`src/rtl/pc_sel_bp_pkg.sv`:
```
// Shared opcode, funct3 and next-PC select encodings for the branch predictor slice.
// Also holds the branch-condition decode helper used at execute.
package pc_sel_bp_pkg;

    localparam logic [6:0] OPC_NOOP      = 7'b0000000;
    localparam logic [6:0] OPC_BRANCH    = 7'b1100011;
    localparam logic [6:0] OPC_JALR      = 7'b1100111;
    localparam logic [6:0] OPC_STORE     = 7'b0100011;
    localparam logic [6:0] OPC_ARI_ITYPE = 7'b0010011;

    localparam logic [2:0] FNC_BEQ  = 3'b000;
    localparam logic [2:0] FNC_BNE  = 3'b001;
    localparam logic [2:0] FNC_BLT  = 3'b100;
    localparam logic [2:0] FNC_BGE  = 3'b101;
    localparam logic [2:0] FNC_BLTU = 3'b110;
    localparam logic [2:0] FNC_BGEU = 3'b111;

    localparam logic [2:0] PCSEL_HOLD    = 3'd0;
    localparam logic [2:0] PCSEL_ALU     = 3'd1;
    localparam logic [2:0] PCSEL_PC4     = 3'd2;
    localparam logic [2:0] PCSEL_PRED    = 3'd3;
    localparam logic [2:0] PCSEL_RECOVER = 3'd4;

    localparam logic [1:0] BHT_WNT = 2'b01;

    typedef struct packed {
        logic valid;
        logic taken;
    } br_res_t;

    // Unknown funct3 resolves not-taken and is flagged invalid so it is not counted.
    function automatic br_res_t resolve_branch(input logic [2:0] funct3, input logic br_eq,
                                               input logic br_lt);
        br_res_t r;
        r.valid = 1'b1;
        r.taken = 1'b0;
        case (funct3)
            FNC_BEQ:             r.taken = br_eq;
            FNC_BNE:             r.taken = !br_eq;
            FNC_BLT, FNC_BLTU:   r.taken = br_lt;
            FNC_BGE, FNC_BGEU:   r.taken = !br_lt;
            default:             r.valid = 1'b0;
        endcase
        return r;
    endfunction

endpackage

```
`src/rtl/pc_sel_bp_if.sv`:
```
// Fetch/execute-side bus of the next-PC selector: instruction inputs, compare flags,
// stall, and the select/flush/statistics outputs.
interface pc_sel_bp_if #(
    parameter int unsigned PC_WIDTH = 32,
    parameter int unsigned CNT_W    = 32
);
    logic                stall;
    logic [31:0]         icache_dout;
    logic [PC_WIDTH-1:0] fetch_pc;
    logic [31:0]         prev_inst;
    logic                BrEq;
    logic                BrLT;
    logic [2:0]          pc_sel;
    logic                flush;
    logic                pred_taken;
    logic [CNT_W-1:0]    br_count;
    logic [CNT_W-1:0]    mispred_count;

    modport master (
        output stall, icache_dout, fetch_pc, prev_inst, BrEq, BrLT,
        input  pc_sel, flush, pred_taken, br_count, mispred_count
    );

    modport slave (
        input  stall, icache_dout, fetch_pc, prev_inst, BrEq, BrLT,
        output pc_sel, flush, pred_taken, br_count, mispred_count
    );
endinterface

```
`src/rtl/pc_sel_bp_bht_2bit.sv`:
```
// Bimodal table of 2-bit saturating counters: combinational read, synchronous update,
// every entry reset to weakly not-taken.
module bht_2bit
    import pc_sel_bp_pkg::*;
#(
    parameter int unsigned ENTRIES = 64,
    parameter int unsigned IDX_W   = $clog2(ENTRIES)
) (
    input  logic             clk,
    input  logic             rst,
    input  logic [IDX_W-1:0] rd_idx,
    output logic [1:0]       rd_cnt,
    input  logic             upd_en,
    input  logic [IDX_W-1:0] upd_idx,
    input  logic             upd_taken
);

    logic [1:0] cnt_q [ENTRIES];

    assign rd_cnt = cnt_q[rd_idx];

    always_ff @(posedge clk) begin
        if (rst) begin
            for (int i = 0; i < int'(ENTRIES); i++) begin
                cnt_q[i] <= BHT_WNT;
            end
        end else if (upd_en) begin
            if (upd_taken && cnt_q[upd_idx] != 2'b11) begin
                cnt_q[upd_idx] <= cnt_q[upd_idx] + 2'd1;
            end else if (!upd_taken && cnt_q[upd_idx] != 2'b00) begin
                cnt_q[upd_idx] <= cnt_q[upd_idx] - 2'd1;
            end
        end
    end

endmodule

```
`src/rtl/pc_sel_bp.sv`:
```
// Next-PC select and flush control with a bimodal predictor: predicts conditional
// branches at fetch, resolves them at execute, and keeps the JALR read-after-write hold.
module pc_sel_bp
    import pc_sel_bp_pkg::*;
#(
    parameter int unsigned PC_WIDTH    = 32,
    parameter int unsigned BHT_ENTRIES = 64,
    parameter int unsigned IDX_W       = $clog2(BHT_ENTRIES),
    parameter int unsigned CNT_W       = 32,
    parameter bit          PREDICT_EN  = 1'b1
) (
    input logic       clk,
    input logic       rst,
    pc_sel_bp_if.slave bus
);

    logic [PC_WIDTH-1:0] pc;
    logic [6:0]          opc_cur;
    logic [6:0]          opc_prev;
    logic [IDX_W-1:0]    idx;
    logic [1:0]          rd_cnt;
    br_res_t             res;
    logic                is_br;
    logic                valid_br;
    logic                actual;
    logic                mispredict;
    logic                jalr_hazard;
    logic                pred_c;

    logic [2:0]          pc_sel_c;
    logic                flush_c;
    logic                pred_out;

    logic                pred_q, pred_d;
    logic [IDX_W-1:0]    idx_q, idx_d;
    logic [CNT_W-1:0]    br_count_q;
    logic [CNT_W-1:0]    mispred_count_q;

    assign pc       = bus.fetch_pc;
    assign opc_cur  = bus.icache_dout[6:0];
    assign opc_prev = bus.prev_inst[6:0];
    assign idx      = pc[IDX_W+1:2];

    bht_2bit #(
        .ENTRIES (BHT_ENTRIES),
        .IDX_W   (IDX_W)
    ) u_bht (
        .clk       (clk),
        .rst       (rst),
        .rd_idx    (idx),
        .rd_cnt    (rd_cnt),
        .upd_en    (!rst && !bus.stall && valid_br && PREDICT_EN),
        .upd_idx   (idx_q),
        .upd_taken (actual)
    );

    assign res        = resolve_branch(bus.prev_inst[14:12], bus.BrEq, bus.BrLT);
    assign is_br      = (opc_prev == OPC_BRANCH);
    assign valid_br   = is_br && res.valid;
    assign actual     = is_br && res.taken;
    assign mispredict = is_br && (actual != pred_q);
    assign pred_c     = PREDICT_EN && (opc_cur == OPC_BRANCH) && rd_cnt[1];

    // JALR reads rs1 before an older ALU/load result can reach it.
    assign jalr_hazard = (opc_cur == OPC_JALR)
                      && (bus.prev_inst[11:7] == bus.icache_dout[19:15])
                      && (opc_prev != OPC_NOOP) && (opc_prev != OPC_BRANCH)
                      && (opc_prev != OPC_STORE);

    always_comb begin
        pc_sel_c = PCSEL_PC4;
        flush_c  = 1'b0;
        pred_out = pred_c;
        if (rst) begin
            pred_out = 1'b0;
        end else if (bus.stall) begin
            pc_sel_c = PCSEL_HOLD;
        end else if (mispredict) begin
            pc_sel_c = actual ? PCSEL_ALU : PCSEL_RECOVER;
            flush_c  = 1'b1;
        end else if (jalr_hazard) begin
            pc_sel_c = PCSEL_HOLD;
        end else if (pred_c) begin
            pc_sel_c = PCSEL_PRED;
        end
    end

    // A flushed or held fetch slot enters execute as a bubble with no prediction.
    always_comb begin
        pred_d = pred_c;
        idx_d  = idx;
        if (flush_c || pc_sel_c == PCSEL_HOLD) begin
            pred_d = 1'b0;
            idx_d  = '0;
        end
    end

    always_ff @(posedge clk) begin
        if (rst) begin
            pred_q          <= 1'b0;
            idx_q           <= '0;
            br_count_q      <= '0;
            mispred_count_q <= '0;
        end else if (!bus.stall) begin
            pred_q <= pred_d;
            idx_q  <= idx_d;
            if (valid_br) begin
                br_count_q <= br_count_q + 1'b1;
            end
            if (mispredict) begin
                mispred_count_q <= mispred_count_q + 1'b1;
            end
        end
    end

    assign bus.pc_sel        = pc_sel_c;
    assign bus.flush         = flush_c;
    assign bus.pred_taken    = pred_out;
    assign bus.br_count      = br_count_q;
    assign bus.mispred_count = mispred_count_q;

    logic unused_bits;
    assign unused_bits = ^{pc[PC_WIDTH-1:IDX_W+2], pc[1:0], bus.prev_inst[31:15],
                           bus.icache_dout[31:20], bus.icache_dout[14:7]};

endmodule
```
`src/flat_wrapper.sv`:
```
// flat-port wrapper written by rule: the top's interface ports become plain ports
module pc_sel_bp_flat import pc_sel_bp_pkg::*;
#(
    parameter int unsigned PC_WIDTH    = 32,
    parameter int unsigned BHT_ENTRIES = 64,
    parameter int unsigned IDX_W       = $clog2(BHT_ENTRIES),
    parameter int unsigned CNT_W       = 32,
    parameter bit          PREDICT_EN  = 1'b1
)
  (clk, rst, bus_stall, bus_icache_dout, bus_fetch_pc, bus_prev_inst, bus_BrEq, bus_BrLT, bus_pc_sel, bus_flush, bus_pred_taken, bus_br_count, bus_mispred_count);
  pc_sel_bp_if #(.PC_WIDTH(PC_WIDTH), .CNT_W(CNT_W)) bus_i ();
  input logic clk;
  input logic rst;
  input wire logic [$bits(bus_i.stall)-1:0] bus_stall;
  input wire logic [$bits(bus_i.icache_dout)-1:0] bus_icache_dout;
  input wire logic [$bits(bus_i.fetch_pc)-1:0] bus_fetch_pc;
  input wire logic [$bits(bus_i.prev_inst)-1:0] bus_prev_inst;
  input wire logic [$bits(bus_i.BrEq)-1:0] bus_BrEq;
  input wire logic [$bits(bus_i.BrLT)-1:0] bus_BrLT;
  output wire logic [$bits(bus_i.pc_sel)-1:0] bus_pc_sel;
  output wire logic [$bits(bus_i.flush)-1:0] bus_flush;
  output wire logic [$bits(bus_i.pred_taken)-1:0] bus_pred_taken;
  output wire logic [$bits(bus_i.br_count)-1:0] bus_br_count;
  output wire logic [$bits(bus_i.mispred_count)-1:0] bus_mispred_count;
  assign bus_i.stall = bus_stall;
  assign bus_i.icache_dout = bus_icache_dout;
  assign bus_i.fetch_pc = bus_fetch_pc;
  assign bus_i.prev_inst = bus_prev_inst;
  assign bus_i.BrEq = bus_BrEq;
  assign bus_i.BrLT = bus_BrLT;
  assign bus_pc_sel = bus_i.pc_sel;
  assign bus_flush = bus_i.flush;
  assign bus_pred_taken = bus_i.pred_taken;
  assign bus_br_count = bus_i.br_count;
  assign bus_mispred_count = bus_i.mispred_count;
  pc_sel_bp #(.PC_WIDTH(PC_WIDTH), .BHT_ENTRIES(BHT_ENTRIES), .IDX_W(IDX_W), .CNT_W(CNT_W), .PREDICT_EN(PREDICT_EN)) u_core (.clk(clk), .rst(rst), .bus(bus_i));
endmodule
```
`config.mk`:
```
export PLATFORM = sky130hd
export DESIGN_NAME = pc_sel_bp_flat
export DESIGN_NICKNAME = d
export VERILOG_FILES = /design/src/rtl/pc_sel_bp_pkg.sv /design/src/rtl/pc_sel_bp_if.sv /design/src/rtl/pc_sel_bp_bht_2bit.sv /design/src/rtl/pc_sel_bp.sv /design/src/flat_wrapper.sv
export SDC_FILE = /design/constraint.sdc
export NUM_CORES = 1
export LEC_CHECK = 0
export CORE_ASPECT_RATIO = 2
export CORE_MARGIN = 2
export CORE_UTILIZATION = 59
export DETAILED_ROUTE_END_ITERATION = 8
export HOLD_SLACK_MARGIN = 0.05
export PLACE_DENSITY = 0.87
export SKIP_LAST_GASP = 1
export SYNTH_ARGS = -nofsm -noshare
export SYNTH_HDL_FRONTEND = slang
export SYNTH_SLANG_ARGS = --single-unit
```
`constraint.sdc`:
```
create_clock -name clk -period 7.55 [get_ports clk]
set_input_delay 0.755 -clock clk [delete_from_list [all_inputs] [get_ports clk]]
set_output_delay 0.755 -clock clk [all_outputs]
set_load 0.005 [all_outputs]
```
# == Word level (Yosys, flattened, before mapping) ==
# Memories as Yosys holds them, arrays and structs flattened. A register that Yosys moved wholly into a read port is not among the register bits.
# Cells that the tools add are included.
# word_totals
memories,1
regBits,71
ram_bits,128
# mem_list
memory,words,word_bits,read_ports,rd_clocked_by_memory_dff,write_ports,line,text
u_core.u_bht.cnt_q,64,2,2,1,64,pc_sel_bp_bht_2bit.sv:18,logic [1:0] cnt_q [ENTRIES];
# op_classes
muxes,31
eq_ne,13
addsub,4
n_reduce_logical,28
bitwise_logic,2
# op_table
cell,count
32-bit by 1-bit adder with 32-bit output (second input constant),2
6-bit two-way mux,4
7-bit equality test (second input constant),3
1-bit two-way mux,19
3-bit two-way mux,5
3-bit equality test (second input constant),4
1-bit logical AND,12
7-bit by 6-bit inequality test with 1-bit output (second input constant),1
7-bit inequality test (second input constant),1
7-bit nonzero test,1
3-bit zero test,2
2-bit OR reduction,3
6-bit OR reduction,1
5-bit equality test,1
1-bit zero test,5
2-bit two-way mux,2
1-bit one-hot mux with 4 select lines,1
2-bit AND reduction,2
3-bit by 1-bit equality test with 1-bit output (second input constant),1
2-bit by 1-bit adder with 2-bit output (second input constant),1
2-bit inequality test (second input constant),1
2-bit nonzero test,1
2-bit by 1-bit subtractor with 2-bit output (second input constant),1
1-bit logical OR,1
3 further kinds,3

# == Logic depth before layout (Yosys ltp) ==
# depth
depth_word,14
depth_mapped,14

# == Modules after synthesis ==
# Synthesis repeated with hierarchy kept, for this count alone.
# hier_totals
hier_cells,1303
hier_area_um2,13081.3
# by_module_without_submodules
module,n_inst,area_each_um2,seq_area_each_um2,cells_per_inst
bht_2bit,1,9332.7,3843.7,842
pc_sel_bp,1,3748.6,1421.4,461

# == Least setup slack after synthesis ==
# Ideal clock, no wire load.
# synth_path
path_kind,input -> output
start,input bus_fetch_pc[3]
end,output bus_pc_sel[0]
slack_ns,4.065
n_path_buf,2
arrival_ns,2.730
stages,10
path_cell_list,clkbuf_1 > buf_2 > mux4_2 > mux2i_1 > a311oi_1 > o211ai_1 > a221oi_1 > nor2_1 > o22ai_1 > and2_1
# synth_via
elab_chain_cells,7
# synth_rtl
item,line,text
from (decl),flat_wrapper.sv:16,input wire logic [$bits(bus_i.fetch_pc)-1:0] bus_fetch_pc;
memory 64 x 2 bit,-,
1-bit logical AND,pc_sel_bp.sv:62,assign pred_c = PREDICT_EN && (opc_cur == OPC_BRANCH) && rd_cnt[1];
1-bit two-way mux,pc_sel_bp.sv:83,end else if (pred_c) begin
3-bit two-way mux,pc_sel_bp.sv:81,end else if (jalr_hazard) begin
3-bit two-way mux,pc_sel_bp.sv:78,end else if (mispredict) begin
3-bit two-way mux,pc_sel_bp.sv:76,end else if (bus.stall) begin
3-bit two-way mux,pc_sel_bp.sv:74,if (rst) begin
to (decl),flat_wrapper.sv:20,output wire logic [$bits(bus_i.pc_sel)-1:0] bus_pc_sel;
# No other way between the ends.

# == Worst setup path in the final report ==
# layout_path
start,input bus_fetch_pc[4]
end,output bus_pc_sel[0]
# The elaborated chain is that of the path after synthesis.

==> out/results.ini <==
[outcome]
outcome=finished, final reports clean

[logic_synthesis]
syn_inst=1019
synth_area_leader_cell=edfxtp_1
synth_edf_count=128
ys_async_sr_fraction_pct=0
avgSynthCellArea_sq_um=10.60
synth_area_sq_um=10800
synth_top_area_share_pct=35.58
ys_warn_count=0
syn-num-nets=1122
ys_seq_elements=205
synthDistinctLibCells=64
synth_ff_type=edfxtp_1
synth_area_leaders=edfxtp_1, dfxtp_1, mux4_2, nor2_1, nand2_1
yosysSeqAreaShare_pct=49.84

[worst_setup_path]
path_delay_family=buffers and inverters
cpMaxStageDelayCell=clkdlybuf4s50_1
reg2reg_slack_ns=2.86
cpMostUsedCell=clkdlybuf4s50_1
path_cells=clkdlybuf4s50_1 > mux4_2 > mux2i_1 > nand2_1 > o21ai_0 > a221oi_1 > nor2_1 > o22ai_1 > and2_1 > clkdlybuf4s50_1
cp_max_fo=15
critPathKind=in -> out
reg2reg_depth=9
cp.arrival_ns=3.99
slowest_delay_ns=1.17
cp-start-kind=input port
rr_endpoint=u_core.u_bht.cnt_q[19][0]
crit_buf_inv=2
cp_data_required_time_ns=6.80
cp-end-kind=output pin

[clock_tree]
cts_resized=0
cts_made_buffers=18
postCtsSetupBuffers=0
clock_path_buffers=3
insertion_delay_ns=0.50
cts-root-buf=clkbuf_16
tritoncts=done
clk_pin_slew_ns=0.07
cts_max_level=1
cts.sinks=205
cts.hold.buffers_added=0

[grt]
grt_overflow=0
grt_pass1_vias=8586
antenna_found_initial=0
grt_pass1_wl_mm=46.33
track_usage_pct=31.11
grt_max_degree=82

[finish]
stdcell_count=1306
multi_input_area_sq_um=5002
fill_cells=1293
register_area_sq_um=5386
mostFrequentLayoutCells=nor2_1, edfxtp_1, clkdlybuf4s50_1
final_common_cell=nor2_1
area_growth_pct=14.65
diodes=0
drive_gt1_share_pct=10.18
nets=1181

[timing]
fmax_mhz=210.8
period_minus_slack_ns=4.743
setup_viol_count_final=0
tightest_slew_ns=1.137
hold_viol_final=0
tns_ns=0
rsz0062_at_grt=no
relSlewSlack_pct=23.91
fin_skew_ns=0.02337
slew_viol_final=0
finalCritPeriodShare_pct=62.82

[min_path]
hold_start=u_core.pred_q
hold_path_end=u_core.pred_q
min_path_type=reg -> reg
worstHoldPathCells=2

[place]
dpl.cell_count=1274
io_buffers=106
dp_hpwl_mm=21.36
gp_congestion=1.001

[run]
maxCapViolations=0

[detailed_routing]
first_iter_violations=1291
drc_errors=0
antenna_left=0
dr.pass1.iters=6
vias_per_cell=6.836
via_count=8928
wl_mm=30.73
wire_per_inst_um=23.53

[power_and_ir_drop]
ir_worst_vdd_v=0.0001234
power.leakage_uw=0.003765
total_power_uw=2343
p_per_area_nw_per_um2=189.1

[die]
io_pins=170
die_h_um=195.4
core_area_sq_um=18130
dieArea_sq_um=19480
dieWidth_um=99.69
start_util_pct=59.59
rows=70

==> cell families (layout without fill, tap and decap cells) <==
logic type,after synthesis,in the layout,share of synthesized area (%)
compound gates,137,137,8.674
xor+xnor,59,59,4.783
mux,77,77,11.77
flops,205,205,49.84
fa+ha+maj,2,2,0.2316
simple gates,457,457,20.65
buf+inv,82,153,4.053
==> cell type report <==
class,count,area share [%]
timing repair buffer,115,9.071
clock inverter,7,0.5152
tap,216,2.182
sequential,205,43.48
inverter,6,0.1818
multi-input combinational,732,40.38
clock buffer,25,4.182
==> tightest hold or removal path, cell delays in order (launching register included) <==
cell and delay (ns):
dfxtp_1 0.34, nand2_1 0.06, a21oi_1 0.05
==> worst max path at each step <==
stage	start	slack [ns]	cells past startpoint	to
after floorplan	bus_fetch_pc[3]	4.06	10	bus_pc_sel[0]
after global placement	bus_prev_inst[14]	2.91	8	u_core.u_bht.cnt_q[16][0]
after detailed placement	bus_prev_inst[14]	2.80	8	u_core.u_bht.cnt_q[19][0]
after CTS	bus_fetch_pc[4]	2.90	10	bus_pc_sel[0]
after global routing	flip-flop	2.61	9	u_core.u_bht.cnt_q[19][0]
final	bus_fetch_pc[4]	2.81	10	bus_pc_sel[0]
==> cell usage after synthesis (all sizes together), types with 2 or more instances <==
cell type / number
o21ai: 40
nor2b: 6
or3: 15
inv: 6
nand2: 103
clkbuf: 48
and3b: 3
and4: 4
buf: 28
or2: 5
edfxtp: 128
mux2: 8
a221o: 2
a221oi: 3
a31oi: 2
and3: 27
nand4: 39
ha: 2
nand2b: 2
nand3: 49
mux4: 38
nor3: 23
nor4: 5
nor3b: 4
o22ai: 3
o31ai: 32
xnor2: 20
a31o: 8
a21oi: 29
nor2: 139
dfxtp: 77
mux2i: 31
nand3b: 15
nand4b: 2
xor2: 39
or3b: 2
a22oi: 9
and2: 11
==> registers in the layout (all words and copies together), names as in the netlist, named ones only <==
signal	count
u_core.u_bht.cnt_q	128
u_core.bus.br_count	32
u_core.bus.mispred_count	32
u_core.idx_q	6
u_core.pred_q	1
==> through the flow <==
| stage | cell area (sq um) | hold WS [ns] | worst slack (ns) | utilization, % |
|---|---|---|---|---|
| global route | 12390 | 0.5027 | 2.605 | 68.32 |
| CTS | 12390 | 0.4867 | 2.895 | 68.32 |
| detailed placement | 11810 | 0.4768 | 2.797 | 65.11 |
| finish | 12390 | 0.4937 | 2.807 | 68.32 |
| global placement | 11810 | 0.4711 | 2.914 | 65.11 |
| floorplan | 10800 | 0.4588 | 4.065 | - |
==> report_power, final <==
part / internal [uW] / total [uW] / switching, uW
Combinational: 76.4 / 191 / 115
Clock: 517 / 928 / 411
Sequential: 1200 / 1220 / 23.5
Total: 1790 / 2340 / 549
==> per-layer routing <==
layer	vias up	wire length (um)	GRT usage, %
li1	3893	-	-
met5	-	0	0
met2	670	16210	57.01
met1	4209	9476	32.64
met3	156	2848	4.510
met4	0	2189	19.08
No activity file was read; power rests on OpenSTA's default activity.
